**src/rtl/rf_accum_engine.sv**
```systemverilog
// rf_accum_engine
// Self-sequencing accumulate engine. On an accepted start it computes
// sum(1..limit) modulo 2^DATA_W using a small register file, a single
// adder and an unsigned compare, all sequenced by an internal FSM.
//
// Ports:
//   clk        rising-edge clock
//   rst        asynchronous, active-high reset
//   start      run request, sampled only while idle
//   limit      upper bound N, latched when start is accepted
//   busy       high whenever the engine is not idle
//   done       one-cycle pulse when the run completes
//   out_valid  one-cycle pulse, coincident with done
//   out_port   registered result, held until the next completion
//   overflow   sticky carry-out flag for the current/last run
//   dbg_addr   debug read address into the register file
//   dbg_data   combinational debug read data (address 0 reads 0)

module rf_accum_engine #(
    parameter int DATA_W = 8,
    parameter int ADDR_W = 2
) (
    input  logic              clk,
    input  logic              rst,
    input  logic              start,
    input  logic [DATA_W-1:0] limit,
    output logic              busy,
    output logic              done,
    output logic              out_valid,
    output logic [DATA_W-1:0] out_port,
    output logic              overflow,
    input  logic [ADDR_W-1:0] dbg_addr,
    output logic [DATA_W-1:0] dbg_data
);

    typedef enum logic [2:0] {
        IDLE,
        INIT_I,
        INIT_S,
        CHECK,
        ACC,
        INC,
        DONE
    } state_t;

    localparam int DEPTH = 1 << ADDR_W;
    localparam logic [ADDR_W-1:0] ZERO_ADDR = '0;
    localparam logic [ADDR_W-1:0] I_ADDR    = ADDR_W'(1);
    localparam logic [ADDR_W-1:0] SUM_ADDR  = ADDR_W'(2);
    localparam logic [DATA_W-1:0] MAX_VAL   = '1;
    localparam logic [DATA_W-1:0] IMM_ONE   = DATA_W'(1);

    state_t state;
    state_t next_state;

    logic [DATA_W-1:0] rf [DEPTH];
    logic [DATA_W-1:0] limit_q;

    logic [ADDR_W-1:0] rd1_addr;
    logic [ADDR_W-1:0] rd2_addr;
    logic [ADDR_W-1:0] wr_addr;
    logic              wr_en;
    logic              use_imm;

    logic [DATA_W-1:0] rd1_data;
    logic [DATA_W-1:0] rd2_data;
    logic [DATA_W-1:0] alu_b;
    logic [DATA_W:0]   alu_sum;
    logic              carry;
    logic              i_le_limit;
    logic              i_at_max;

    // Entry 0 reads as zero regardless of array contents
    assign rd1_data = (rd1_addr == ZERO_ADDR) ? '0 : rf[rd1_addr];
    assign rd2_data = (rd2_addr == ZERO_ADDR) ? '0 : rf[rd2_addr];
    assign dbg_data = (dbg_addr == ZERO_ADDR) ? '0 : rf[dbg_addr];

    // The extra top bit of the adder is the carry-out used for overflow
    assign alu_b      = use_imm ? IMM_ONE : rd2_data;
    assign alu_sum    = {1'b0, rd1_data} + {1'b0, alu_b};
    assign carry      = alu_sum[DATA_W];
    assign i_le_limit = (rd2_data <= limit_q);
    assign i_at_max   = (rd1_data == MAX_VAL);

    assign busy      = (state != IDLE);
    assign done      = (state == DONE);
    assign out_valid = (state == DONE);

    always_ff @(posedge clk or posedge rst) begin
        if (rst) begin
            state <= IDLE;
        end else begin
            state <= next_state;
        end
    end

    // INC stops at the all-ones value so the counter never wraps to zero,
    // which would otherwise make i <= limit true forever.
    always_comb begin
        next_state = state;
        case (state)
            IDLE:    if (start) next_state = INIT_I;
            INIT_I:  next_state = INIT_S;
            INIT_S:  next_state = CHECK;
            CHECK:   next_state = i_le_limit ? ACC : DONE;
            ACC:     next_state = INC;
            INC:     next_state = i_at_max ? DONE : CHECK;
            DONE:    next_state = IDLE;
            default: next_state = IDLE;
        endcase
    end

    // Initialisation reuses the adder: 0 + 1 loads i, 0 + 0 clears sum.
    always_comb begin
        rd1_addr = ZERO_ADDR;
        rd2_addr = ZERO_ADDR;
        wr_addr  = ZERO_ADDR;
        wr_en    = 1'b0;
        use_imm  = 1'b0;
        case (state)
            INIT_I: begin
                use_imm = 1'b1;
                wr_en   = 1'b1;
                wr_addr = I_ADDR;
            end
            INIT_S: begin
                wr_en   = 1'b1;
                wr_addr = SUM_ADDR;
            end
            CHECK: begin
                rd2_addr = I_ADDR;
            end
            ACC: begin
                rd1_addr = SUM_ADDR;
                rd2_addr = I_ADDR;
                wr_en    = 1'b1;
                wr_addr  = SUM_ADDR;
            end
            INC: begin
                rd1_addr = I_ADDR;
                use_imm  = 1'b1;
                wr_en    = !i_at_max;
                wr_addr  = I_ADDR;
            end
            DONE: begin
                rd1_addr = SUM_ADDR;
            end
            default: begin
            end
        endcase
    end

    always_ff @(posedge clk or posedge rst) begin
        if (rst) begin
            for (int k = 0; k < DEPTH; k++) begin
                rf[k] <= '0;
            end
        end else if (wr_en && (wr_addr != ZERO_ADDR)) begin
            rf[wr_addr] <= alu_sum[DATA_W-1:0];
        end
    end

    // overflow is cleared only by an accepted start, so it survives idle
    always_ff @(posedge clk or posedge rst) begin
        if (rst) begin
            limit_q  <= '0;
            overflow <= 1'b0;
            out_port <= '0;
        end else begin
            if (state == IDLE && start) begin
                limit_q  <= limit;
                overflow <= 1'b0;
            end
            if (state == ACC && carry) begin
                overflow <= 1'b1;
            end
            if (state == DONE) begin
                out_port <= rd1_data;
            end
        end
    end

endmodule

```
**config.mk**
```make
export PLATFORM = sky130hd
export DESIGN_NAME = rf_accum_engine
export DESIGN_NICKNAME = d
export VERILOG_FILES = /design/src/rtl/rf_accum_engine.sv
export SDC_FILE = /design/constraint.sdc
export NUM_CORES = 1
export LEC_CHECK = 0
export CAP_MARGIN = 20
export CORE_UTILIZATION = 42
export CTS_CLUSTER_SIZE = 14
export DETAILED_ROUTE_END_ITERATION = 10
export HOLD_SLACK_MARGIN = 0.12
export PLACE_DENSITY = 0.68
export REMOVE_ABC_BUFFERS = 1
export SLEW_MARGIN = 40
export SYNTH_ARGS = -nofsm -noshare
export SYNTH_HDL_FRONTEND = slang
export SYNTH_SLANG_ARGS = --single-unit
```
**constraint.sdc**
```tcl
create_clock -name clk -period 2.8 [get_ports clk]
set_clock_uncertainty 0.1 [all_clocks]
set_input_delay 0.42 -clock clk [delete_from_list [all_inputs] [get_ports clk]]
set_output_delay 0.42 -clock clk [all_outputs]
set_load 0.01 [all_outputs]
```
# After elaboration in Yosys (flattened, before gate mapping)

Index checks and enable logic that the tools add are counted.
Widths: inputs -> output; s select.

Output and inout bits: 20
Word-level logic and storage cells: 71
Register bits: 52
Input bits: 13

Equal/unequal tests: 8
Reductions and logical operators: 17
Bitwise operators: 4
Magnitude comparators: 6
Muxes and demuxes: 27
Add/sub/neg operators: 1

Operators with widths:

| cell               | number |
|---|---|
| $mux 8             | 11 |
| $bmux 8 s2         | 3 |
| $bwmux 32          | 1 |
| $pmux 3 s6         | 1 |
| $demux 8 s2        | 1 |
| $ge 3x3->1 const B | 4 |
| $not 2->3          | 4 |
| $add 8x8->9        | 1 |
| $eq 3x3->1 const B | 3 |
| $eq 8x8->1 const B | 1 |
| $le 8x8->1         | 1 |
| $pmux 2 s2         | 2 |
| $reduce_or 2->1    | 4 |
| $eq 3x2->1 const B | 2 |
| $logic_not 2->1    | 3 |
| $mux 3             | 2 |
| $logic_and 1x1->1  | 4 |
| $mux 1             | 4 |
| $reduce_bool 2->1  | 2 |
| $eq 3x1->1 const B | 1 |
| $logic_not 3->1    | 1 |
| $lt 3x1->1 const B | 1 |
| $reduce_bool 3->1  | 1 |
| $reduce_or 3->1    | 1 |
| other kinds (4)    | 4 |

# Depth between registers and ports, before layout

Word-level depth: 12
Gate-level depth with buffers: 15

# Least setup slack after synthesis

Ideal clock, no wire load.

Path type: register to register
Start point: register state[0]
End point: register rf[14] (netlist bit)
Setup time: 0.125 ns
Required time: 2.575 ns
Setup slack: -0.040 ns
Cell stages (with the launch flop): 16
Arrival time: 2.616 ns
Clock period less this slack: 2.840 ns
Path buffers: 3
Cell sequence: dfrtp_1 buf_6 buf_2 nor2_1 nand2_1 o21ai_2 clkbuf_1 nand2_1 nand2_1 ha_1 fa_1 a211oi_1 nor2_1 o21ai_0 a21oi_1 mux2_2

Word-level cells in the longest chain between the ends: 12
Elaborated cells on any way between the ends: 41
Those cells by class: add/sub (1); order compare (2); eq/ne (7); mux (17); bitwise (3); reduce/logical (11)

Ends and longest elaborated chain:

| what                                                                 | RTL line | text |
|---|---|---|
| start, declared                                                      | 53       | `state_t state;` |
| start signal, assigned                                               | 93       | `state <= next_state;` |
| parallel branches: the longest is 12 deep, another holds $add 8x8->9 | n/a      |  |
| end signal, assigned by index                                        | 159      | `rf[wr_addr] <= alu_sum[DATA_W-1:0];` |
| end, declared                                                        | 56       | `logic [DATA_W-1:0] rf [DEPTH];` |

Parallel ways; which one is timed is not known. The select of a mux whose other input is x is not followed.
A chain may end at the register's enable or synchronous reset.

# Final worst setup path

Start point: register state[0]
End point: register rf[12] (netlist bit)

The elaborated chain is that of the path after synthesis.

==> report_table.html <==
<table>
<tr><th>Metric</th><th>Value</th></tr>
<tr><th colspan="2">Run status</th></tr>
<tr><td>Run status</td><td>completed</td></tr>
<tr><th colspan="2">Synthesis</th></tr>
<tr><td>Summed instance area of the synthesized netlist</td><td>0.00269 mm²</td></tr>
<tr><td>Number of storage elements in the synthesis netlist</td><td>44</td></tr>
<tr><td>Cell with the most instances after synthesis</td><td>dfrtp_1</td></tr>
<tr><td>Proportion of netlist area held by the largest area contributor</td><td>40.9%</td></tr>
<tr><td>EDFF count, synth</td><td>0</td></tr>
<tr><td>Proportion of synthesized flip-flops having asynchronous set or reset</td><td>100%</td></tr>
<tr><td>Most used DFF post-synth</td><td>dfrtp_1</td></tr>
<tr><td>YS warnings</td><td>0</td></tr>
<tr><td>Leading cell types by count after synthesis</td><td>44 x dfrtp_1, 24 x mux2_2, 18 x a21oi_1, 18 x nand2_1, 17 x o21ai_0</td></tr>
<tr><td>Area contributors post-synth</td><td>dfrtp_1 41%, mux2_2 10%, ha_1 7.4%, mux2_4 3.9%, nor2b_1 3.7%</td></tr>
<tr><td>Number of unique standard cell types used by synthesis</td><td>42</td></tr>
<tr><td>Average size of a mapped cell</td><td>10.2 µm²</td></tr>
<tr><td>Most area-hungry cell type in the Yosys netlist</td><td>dfrtp_1</td></tr>
<tr><td>Number of standard cells after synthesis</td><td>263</td></tr>
<tr><td>Sequential area share after synthesis</td><td>40.9%</td></tr>
<tr><th colspan="2">Floorplan</th></tr>
<tr><td>Count of pins on the block boundary</td><td>33</td></tr>
<tr><td>Initial Utilization</td><td>44.4%</td></tr>
<tr><td>Die outline height</td><td>82.1 µm</td></tr>
<tr><td>Area of the die</td><td>0.00674 mm²</td></tr>
<tr><td>Core outline area</td><td>0.00606 mm²</td></tr>
<tr><td>Die Width</td><td>82.1 µm</td></tr>
<tr><td>Cell Rows</td><td>28</td></tr>
<tr><th colspan="2">Clock network</th></tr>
<tr><td>Insertion delay to the later sink of the worst-skew pair</td><td>0.30 ns</td></tr>
<tr><td>Clock transition at path regs</td><td>0.09 ns</td></tr>
<tr><td>Maximum level of the CTS H-tree</td><td>2</td></tr>
<tr><td>Library cell used as clock root buffer</td><td>clkbuf_8</td></tr>
<tr><td>Hold buffers post-CTS</td><td>0</td></tr>
<tr><td>Number of buffers created by CTS</td><td>5</td></tr>
<tr><td>Count of buffers added by post-CTS timing repair for setup</td><td>0</td></tr>
<tr><td>CTS tree</td><td>done</td></tr>
<tr><td>Worst-case clock buffer depth</td><td>2</td></tr>
<tr><td>Clock net sink count</td><td>44</td></tr>
<tr><td>Total of cells resized after clock tree synthesis</td><td>0</td></tr>
<tr><th colspan="2">Worst setup path</th></tr>
<tr><td>Worst setup path startpoint</td><td>state[0]$_DFFE_PP0P_</td></tr>
<tr><td>Sum of buffers and inverters on the critical path</td><td>1</td></tr>
<tr><td>Kind of start point of the critical path</td><td>register</td></tr>
<tr><td>Required @ worst endpoint</td><td>2.89 ns</td></tr>
<tr><td>CP max-delay cell</td><td>dfrtp_2</td></tr>
<tr><td>Critical path capture point</td><td>rf[12]$_DFFE_PP0P_</td></tr>
<tr><td>Endpoint of the worst-slack reg-to-reg timing path</td><td>rf[12]$_DFFE_PP0P_</td></tr>
<tr><td>CP dominant cell by count</td><td>nand2_1</td></tr>
<tr><td>List of cells traversed by the critical path</td><td>or2b_1, o21ai_4, nand2_1, nand2_1, ha_1, fa_1, buf_4, a21o_1, a211oi_1, nor2_1, mux2_2</td></tr>
<tr><td>R2R setup slack</td><td>0.13 ns</td></tr>
<tr><td>Path depth of the worst reg2reg path</td><td>11</td></tr>
<tr><td>Top cell family by delay on the critical path</td><td>adder cells</td></tr>
<tr><td>Worst stage delay on the critical path</td><td>0.45 ns</td></tr>
<tr><td>Top fanout value on the critical path</td><td>10</td></tr>
<tr><td>Sort of element at the end of the critical path</td><td>register</td></tr>
<tr><td>Total number of cells along the worst setup path</td><td>11</td></tr>
<tr><td>Startpoint-to-endpoint class of the critical path</td><td>register to register</td></tr>
<tr><td>Arrival time of data at the critical path endpoint</td><td>2.76 ns</td></tr>
<tr><td>Launch instance of the worst register-to-register path</td><td>state[0]$_DFFE_PP0P_</td></tr>
<tr><th colspan="2">STA</th></tr>
<tr><td>Worst path setup slack after routing</td><td>0.130 ns</td></tr>
<tr><td>Minimum hold slack</td><td>0.279 ns</td></tr>
<tr><td>Normalized max-slew margin</td><td>62.2%</td></tr>
<tr><td>Transition time at the pin with the least slew margin</td><td>0.564 ns</td></tr>
<tr><td>Highest clock frequency the design can meet</td><td>374 MHz</td></tr>
<tr><td>Pins Over Slew Limit</td><td>0</td></tr>
<tr><td>Number of setup violations in the final report</td><td>0</td></tr>
<tr><td>Period utilization</td><td>95.4%</td></tr>
<tr><td>Number of failing hold endpoints at the final stage</td><td>0</td></tr>
<tr><td>Shortest period the worst path allows</td><td>2.67 ns</td></tr>
<tr><th colspan="2">Cells and area</th></tr>
<tr><td>Antenna diode instance count</td><td>0</td></tr>
<tr><td>Finished Cell Area</td><td>0.00331 mm²</td></tr>
<tr><td>Non-Filler Instances</td><td>382</td></tr>
<tr><td>Ratio of cells with drive above 1 in the final layout</td><td>24.1%</td></tr>
<tr><td>Growth of design area from synthesis to finish</td><td>22.8%</td></tr>
<tr><td>Final nets</td><td>336</td></tr>
<tr><th colspan="2">Global routing</th></tr>
<tr><td>Number of global-route vias before repair</td><td>2,144</td></tr>
<tr><td>Antenna violations before repair</td><td>0</td></tr>
<tr><td>Pin count of the biggest net entering global routing</td><td>19</td></tr>
<tr><td>Overall overflow remaining after global route</td><td>0</td></tr>
<tr><td>Total Routing Usage GR</td><td>20.5%</td></tr>
<tr><td>Wire length of the first global-routing pass</td><td>10,200 µm</td></tr>
<tr><th colspan="2">Routing</th></tr>
<tr><td>DRT iter0 DRCs</td><td>75</td></tr>
<tr><td>Total number of vias</td><td>2,086</td></tr>
<tr><td>Number of antenna-violating nets in the routed design</td><td>0</td></tr>
<tr><td>Routed WL</td><td>6280 µm</td></tr>
<tr><td>Number of search-and-repair iterations in the first detailed-routing pass</td><td>4</td></tr>
<tr><td>Mean number of vias per cell</td><td>5.46</td></tr>
<tr><td>Wire length per cell</td><td>16.4 µm</td></tr>
<tr><td>Drt drc</td><td>0</td></tr>
<tr><th colspan="2">Pwr</th></tr>
<tr><td>Net switching power figure</td><td>867 µW</td></tr>
<tr><td>Power per cell area</td><td>701 mW/mm²</td></tr>
<tr><td>Power share of the sequential group</td><td>37.8%</td></tr>
<tr><td>Relative contribution of the clock network to total power</td><td>17.8%</td></tr>
<tr><td>Proportion of power drawn by combinational gates</td><td>44.3%</td></tr>
<tr><td>Internal power of the cells</td><td>1.45 mW</td></tr>
<tr><td>Switching fraction of total power</td><td>37.4%</td></tr>
<tr><td>Worst-case vdd ir drop</td><td>0.358 mV</td></tr>
<tr><td>Static leakage power</td><td>1.58 nW</td></tr>
<tr><th colspan="2">Place</th></tr>
<tr><td>Placed cell count</td><td>374</td></tr>
<tr><td>Placer Congestion</td><td>0.933</td></tr>
<tr><td>Half-perimeter wire length after placement</td><td>4720 µm</td></tr>
<tr><td>Dpl ws</td><td>0.0386 ns</td></tr>
<tr><td>Area after DPL</td><td>0.00319 mm²</td></tr>
<tr><td>Count of port buffers added during placement</td><td>32</td></tr>
<tr><th colspan="2">Min path</th></tr>
<tr><td>Class of the tightest hold or removal check</td><td>register to register</td></tr>
<tr><th colspan="2">Flow run</th></tr>
<tr><td>Max-capacitance violation count</td><td>0</td></tr>
</table>
[metal layers]
metal  global-route usage (%)  vias to the layer above  wire [µm]
li1                         -                     1000          -
met3                     4.22                       12        257
met1                     25.5                     1019       2810
met2                     35.3                       55       3060
met4                     6.32                        0        142
met5                        0                        -          0
[kinds of logic after synthesis]
family / Yosys count / share of synthesized area, %
simple gates: 74 / 16.2
xor+xnor: 5 / 1.63
flops: 44 / 40.9
buf+inv: 32 / 5.02
fa+ha+maj: 17 / 8.18
compound gates: 60 / 14.1
mux: 31 / 13.9
[power groups by stage]
| stage | logic [mW] | clock network (mW) | registers, mW |
|---|---|---|---|
| global placement | 0.981 | 0 | 0.878 |
| CTS | 1.01 | 0.425 | 0.872 |
| detailed placement | 1.00 | 0 | 0.886 |
| finish | 1.03 | 0.414 | 0.877 |
| floorplan | 0.596 | 0 | 0.884 |
| global route | 1.13 | 0.448 | 0.896 |
[worst min path at each step]
stage | start | depth (start not counted) | slack (ns) | endpoint
finish | rf[2]$_DFFE_PP0P_ | 0 | 0.28 | rf[2]$_DFFE_PP0P_
detailed placement | rf[2]$_DFFE_PP0P_ | 0 | 0.26 | rf[2]$_DFFE_PP0P_
CTS | rf[2]$_DFFE_PP0P_ | 0 | 0.28 | rf[2]$_DFFE_PP0P_
global route | rf[2]$_DFFE_PP0P_ | 0 | 0.29 | rf[2]$_DFFE_PP0P_
floorplan | rf[0]$_DFFE_PP0P_ | 0 | 0.25 | rf[0]$_DFFE_PP0P_
global placement | rf[1]$_DFFE_PP0P_ | 0 | 0.26 | rf[1]$_DFFE_PP0P_
[stage by stage]
stage          util [%]  setup TNS (ns)  power (mW)
2_1_floorplan         -               0        1.48
3_3_place_gp       52.7               0        1.86
3_5_place_dp       52.7               0        1.89
4_1_cts            54.1               0        2.30
5_1_grt            54.5        -0.00819        2.47
6_report           54.5               0        2.32
[worst reg2reg max path, stage by stage, from the launching register on]
cell and delay [ns]:
dfrtp_2 0.45, or2b_1 0.24, o21ai_4 0.11, nand2_1 0.10, nand2_1 0.06, ha_1 0.21, fa_1 0.41, buf_4 0.16
a21o_1 0.14, a211oi_1 0.23, nor2_1 0.10, mux2_2 0.27
[area by class of cell]
| cell class | count | area [µm²] |
|---|---|---|
| inverter | 13 | 48.8 |
| clock inverter | 2 | 16.3 |
| clock buffer | 6 | 72.6 |
| fill | 537 | 2760 |
| sequential | 44 | 1100 |
| timing repair buffer | 55 | 499 |
| tap | 75 | 93.8 |
| multi-input combinational | 187 | 1470 |
[flip-flops by register name, indices dropped and copies added (netlist names)]
| name | cells |
|---|---|
| state | 3 |
| limit_q | 8 |
| overflow | 1 |
| rf | 24 |
| out_port | 8 |
[cells in the final DEF (no fill, tap or decap), types with 2 or more instances in the layout]
| master | instances |
|---|---|
| inv_1 | 11 |
| a22oi_1 | 3 |
| and2b_1 | 2 |
| nor2_2 | 2 |
| nor4_1 | 2 |
| mux2_2 | 24 |
| ha_1 | 16 |
| nand2_1 | 18 |
| a22o_1 | 8 |
| a21oi_1 | 18 |
| xnor2_1 | 5 |
| mux2_4 | 7 |
| clkbuf_8 | 5 |
| nor2_1 | 10 |
| and2_1 | 14 |
| o21ai_0 | 17 |
| clkdlybuf4s50_1 | 31 |
| buf_4 | 22 |
| dfrtp_2 | 2 |
| nor2b_1 | 15 |
| dfrtp_1 | 42 |
| a211oi_1 | 2 |
| a21o_1 | 4 |
Power figures use the tool's default switching activity.
